**config.mk**
```make
export PLATFORM = sky130hd
export DESIGN_NAME = pulse_stretcher
export DESIGN_NICKNAME = d
export VERILOG_FILES = /design/src/rtl/pulse_stretcher.sv
export SDC_FILE = /design/constraint.sdc
export NUM_CORES = 1
export LEC_CHECK = 0
export CAP_MARGIN = 10
export CORE_UTILIZATION = 55
export DETAILED_ROUTE_END_ITERATION = 8
export GPL_ROUTABILITY_DRIVEN = 0
export PLACE_DENSITY = 0.86
export REMOVE_ABC_BUFFERS = 1
export SLEW_MARGIN = 20
export SYNTH_ARGS = -nofsm -noshare
export SYNTH_HDL_FRONTEND = slang
export SYNTH_SLANG_ARGS = --single-unit
export TNS_END_PERCENT = 50
```
**constraint.sdc**
```tcl
create_clock -name clk -period 2.7 [get_ports clk]
set_clock_uncertainty 0.15 [all_clocks]
set_input_delay 0.54 -clock clk [delete_from_list [all_inputs] [get_ports clk]]
set_output_delay 0.54 -clock clk [all_outputs]
set_load 0.02 [all_outputs]
```
**src/rtl/pulse_stretcher.sv**
```systemverilog
// Stretches single-cycle events into ON_CYCLES-long output windows, each followed by
// at least OFF_CYCLES of guard gap. Events that arrive during a window or gap are
// queued, up to QUEUE_DEPTH of them; further events are dropped and flagged.
module pulse_stretcher #(
    parameter bit          INVERT_LOGIC = 1'b0,
    parameter int unsigned ON_CYCLES    = 5_000_000,
    parameter int unsigned OFF_CYCLES   = 2_500_000,
    parameter int unsigned QUEUE_DEPTH  = 7
) (
    input  logic                               clk,
    input  logic                               rst_n,
    input  logic                               pulse_in,
    output logic                               signal_out,
    output logic                               busy,
    output logic [$clog2(QUEUE_DEPTH+1)-1:0]   pending,
    output logic                               dropped
);

    localparam int unsigned PEND_W  = $clog2(QUEUE_DEPTH + 1);
    localparam int unsigned MAX_CYC = (ON_CYCLES > OFF_CYCLES) ? ON_CYCLES : OFF_CYCLES;
    localparam int unsigned CNT_W   = (MAX_CYC > 1) ? $clog2(MAX_CYC) : 1;

    localparam logic [CNT_W-1:0]  ON_LOAD  = CNT_W'(ON_CYCLES - 1);
    localparam logic [CNT_W-1:0]  OFF_LOAD = CNT_W'(OFF_CYCLES - 1);
    localparam logic [PEND_W-1:0] PEND_MAX = PEND_W'(QUEUE_DEPTH);

    typedef enum logic [1:0] {
        S_IDLE,
        S_ON,
        S_OFF
    } state_t;

    state_t              state_q;
    state_t              state_d;
    logic [CNT_W-1:0]    cnt_q;
    logic [CNT_W-1:0]    cnt_d;
    logic [PEND_W-1:0]   pend_d;
    logic                drop_d;

    // Next state, shared window/gap counter and event queue.
    always_comb begin
        state_d = state_q;
        cnt_d   = cnt_q;
        pend_d  = pending;
        drop_d  = 1'b0;

        case (state_q)
            S_IDLE: begin
                if (pulse_in) begin
                    state_d = S_ON;
                    cnt_d   = ON_LOAD;
                end
            end

            S_ON: begin
                if (cnt_q == '0) begin
                    state_d = S_OFF;
                    cnt_d   = OFF_LOAD;
                end else begin
                    cnt_d = cnt_q - CNT_W'(1);
                end
                if (pulse_in) begin
                    if (pending < PEND_MAX) pend_d = pending + PEND_W'(1);
                    else                    drop_d = 1'b1;
                end
            end

            S_OFF: begin
                if (cnt_q == '0) begin
                    // End of gap: a queued event wins; a same-cycle pulse then takes its slot.
                    if (pending != '0) begin
                        state_d = S_ON;
                        cnt_d   = ON_LOAD;
                        if (!pulse_in) pend_d = pending - PEND_W'(1);
                    end else if (pulse_in) begin
                        state_d = S_ON;
                        cnt_d   = ON_LOAD;
                    end else begin
                        state_d = S_IDLE;
                    end
                end else begin
                    cnt_d = cnt_q - CNT_W'(1);
                    if (pulse_in) begin
                        if (pending < PEND_MAX) pend_d = pending + PEND_W'(1);
                        else                    drop_d = 1'b1;
                    end
                end
            end

            default: begin
                state_d = S_IDLE;
                cnt_d   = '0;
                pend_d  = '0;
            end
        endcase
    end

    // State and registered outputs, derived from the next state so they track it exactly.
    always_ff @(posedge clk or negedge rst_n) begin
        if (!rst_n) begin
            state_q    <= S_IDLE;
            cnt_q      <= '0;
            pending    <= '0;
            dropped    <= 1'b0;
            busy       <= 1'b0;
            signal_out <= INVERT_LOGIC;
        end else begin
            state_q    <= state_d;
            cnt_q      <= cnt_d;
            pending    <= pend_d;
            dropped    <= drop_d;
            busy       <= (state_d != S_IDLE);
            signal_out <= (state_d == S_ON) ^ INVERT_LOGIC;
        end
    end

endmodule
```
==> impl_metrics.json <==
{
  "timing.slew.headroom": 0.602,
  "drc": 0,
  "post_drt_via_cell_ratio": 6.89,
  "grt.met2_usage": 0.508,
  "cts_sinks": 31,
  "crit_type": "flip-flop to flip-flop",
  "buffer_ports.inserted": 8,
  "antenna_violations_before_repair": 0,
  "timing.critical_path.slowest_cell_delay_ns": 0.60,
  "power_per_cell_area_nw_per_um2": 989,
  "post_synth_num_cell_types": 57,
  "layout.filler_cells": 319,
  "drt-wirelength-per-cell_um": 18.6,
  "floorplan.die.height_um": 67.1,
  "busiest_layer": "met2",
  "final_max_slew_viol_count": 0,
  "global_route_wire_length_before_repair_um": 10800,
  "setup_repair_after_global_routing_missed_its_margin": "yes",
  "design.final.nets": 311,
  "ys_dominant_reg_cell": "dfrtp_1",
  "yosys.area.top_type_share": 0.333,
  "critical_path_buf_inv_count": 1,
  "final_layout_size_suffix_gt1_frac": 0.190,
  "timing.hold.worst.class": "flip-flop to flip-flop",
  "first_iter_violations": 304,
  "crit_fanout": 4,
  "crit_path_dat_ns": 2.69,
  "start_kind": "flip-flop",
  "static-leakage-power_nw": 1.10,
  "final_cells": 350,
  "antenna-diode-count": 0,
  "yosys.area.top_type": "dfrtp_1",
  "yosysMostFrequentCell": "dfrtp_1",
  "tritoncts.num_buffers": 5,
  "final.min_clock_period_ns": 2.65,
  "dp.final_hpwl_um": 4550,
  "clkLatencyLatePin_ns": 0.29,
  "postRouteAntennaNets": 0,
  "run_status": "finished clean",
  "worst-slew-pin-transition_ns": 0.597,
  "asyncSetResetFlopFracSynth": 1.00,
  "core.rowCount": 23,
  "fp.dieArea_um2": 4500,
  "cpLargestDelayFamily": "simple AND/OR/NAND/NOR gates",
  "groute.layer.met3.usage": 0.0634,
  "detailed_routing_iteration_count_for_the_pre_antenna_repair_pass": 5,
  "number_of_flops_mapped_to_enable_cells_by_yosys": 0,
  "cts_tree": "yes",
  "worst_setup_hold_path_clk_slew_ns": 0.07,
  "grt.overflow.total": 0,
  "critical_path.cell_chain": "inv_2 -> ha_4 -> or4b_2 -> or3_4 -> or3_4 -> a211o_1 -> a21o_1",
  "cts-root-buf": "clkbuf_8",
  "ys_seq_area_frac": 0.333,
  "first_global_vias": 2249,
  "timing_hold_violations_final": 0,
  "postSynthCellCount": 278,
  "grt_start_max_net_pins": 32,
  "ctsHoldBuffers": 0,
  "synth.area.top_cells": "dfrtp_1 (33%), o21ai_0 (5.2%), ha_1 (4.8%)",
  "synth.ff_latch_count": 31,
  "report.final.setup_viol": 0,
  "core-area_um2": 4030,
  "syn_avg_cell_area_um2": 8.38,
  "io_pins": 9,
  "number_of_placed_instances_with_taps_included": 342,
  "synth_top_cells_by_count": "dfrtp_1 (31), o21ai_0 (24), a21oi_1 (19)",
  "slowest_cp_cell": "or4b_2",
  "chipWidth_um": 67.1,
  "worst_path_most_repeated_cell": "or3_4",
  "start_util": 0.578,
  "design_power_total_mw": 2.67,
  "synth.cell_area_um2": 2330,
  "max_clock_freq_ghz": 0.378,
  "cts.htree.levels": 2,
  "num_vias": 2413,
  "endpoint_kind": "flip-flop",
  "critical_path_rt_ns": 2.74,
  "synth-warning-count": 0,
  "area_growth_pct": 16.1,
  "cts_max_path_buffers": 2,
  "max-cap-violations": 0,
  "grt_usage": 0.325,
  "peakVddDrop_uv": 528,
  "fin_crit_sh": 0.981,
  "use_met1": 0.437,
  "finalWirelength_um": 6500
}
final cells by class:
cell class                      instances  area, um^2  area share
Inverter                               11        41.3      0.0153
Timing Repair Buffer                   37         298       0.110
Sequential cell                        31         776       0.287
Clock inverter                          1        5.00     0.00185
Multi-Input combinational cell        213        1440       0.534
Tap cell                               50        62.6      0.0231
Clock buffer                            7        76.3      0.0282
sequential cells by signal, indices dropped and copies added (netlist names):
register / flops
busy: 1
state_q: 2
dropped: 1
cnt_q: 23
pending: 3
signal_out: 1
placed cells by master (no fill, tap or decap), types with 3 or more instances in the layout:
master	n
nor4_1	5
a21oi_1	19
a211oi_1	4
buf_4	29
clkbuf_8	5
xor2_1	3
or3_1	13
o31ai_1	4
o211ai_1	4
mux2i_1	6
clkdlybuf4s50_1	8
ha_1	8
nor2b_1	4
or2_2	3
nor2_1	18
nand3_1	8
inv_1	9
o21a_1	3
nand2b_1	4
dfrtp_1	31
a31oi_1	5
or4_4	3
nand4_1	3
nor3_1	12
nand2_1	14
o22ai_1	3
o21ai_0	24
worst paths after layout:
check	startpoint	to	slack, ns	depth (start not counted)
max	cnt_q[1]	cnt_q[16]	0.05	7
min	cnt_q[6]	cnt_q[6]	0.36	1
max reg2reg	cnt_q[1]	cnt_q[16]	0.05	7
min reg2reg	cnt_q[6]	cnt_q[6]	0.36	1
max in group asynchronous	rst_n	cnt_q[10]	1.61	2
min in group asynchronous	rst_n	pending[0]	0.49	2
cell families after synthesis:
kind of cell,synth area share
AND/OR/NAND/NOR,0.263
AO/OA/AOI/OAI,0.257
buffers and inverters,0.0613
flip-flops,0.333
adder cells (fa/ha/maj),0.0484
multiplexers,0.0258
XOR/XNOR,0.0113
metrics by stage:
stage	setup TNS [ns]	cell area (um^2)	util	worst slack, ns	hold WS [ns]
after global routing	0	2700	0.671	0.00355	0.387
after global placement	0	2590	0.642	0.0576	0.354
after floorplan	-0.0540	2230	-	-0.0320	0.0944
after detailed placement	-0.0171	2590	0.642	-0.0171	0.361
after CTS	0	2680	0.666	0.00450	0.370
final	0	2700	0.671	0.0521	0.364
metal layers:
metal,part of all wire,vias up
met1,0.42,1161
met5,0,-
met3,0.082,25
met4,0.026,0
li1,-,1089
met2,0.47,138
report_power, final:
part / switching, mW / internal, mW / total [mW]
clock network: 0.183 / 0.181 / 0.364
registers: 0.160 / 0.619 / 0.779
logic: 0.871 / 0.658 / 1.53
total: 1.21 / 1.46 / 2.67
repair_timing:
action / CTS / global route
gates resized for setup: 3 / 6
buffers inserted: 0 / 0
pin swaps: 0 / 1
setup endpoints to repair: 2 / 6
worst reg2reg max path: stages (launching register included):
cell,delay [ns]
dfrtp_1,0.39
inv_2,0.09
ha_4,0.14
or4b_2,0.60
or3_4,0.36
or3_4,0.34
a211o_1,0.30
a21o_1,0.17
Power figures use the tool's default switching activity.
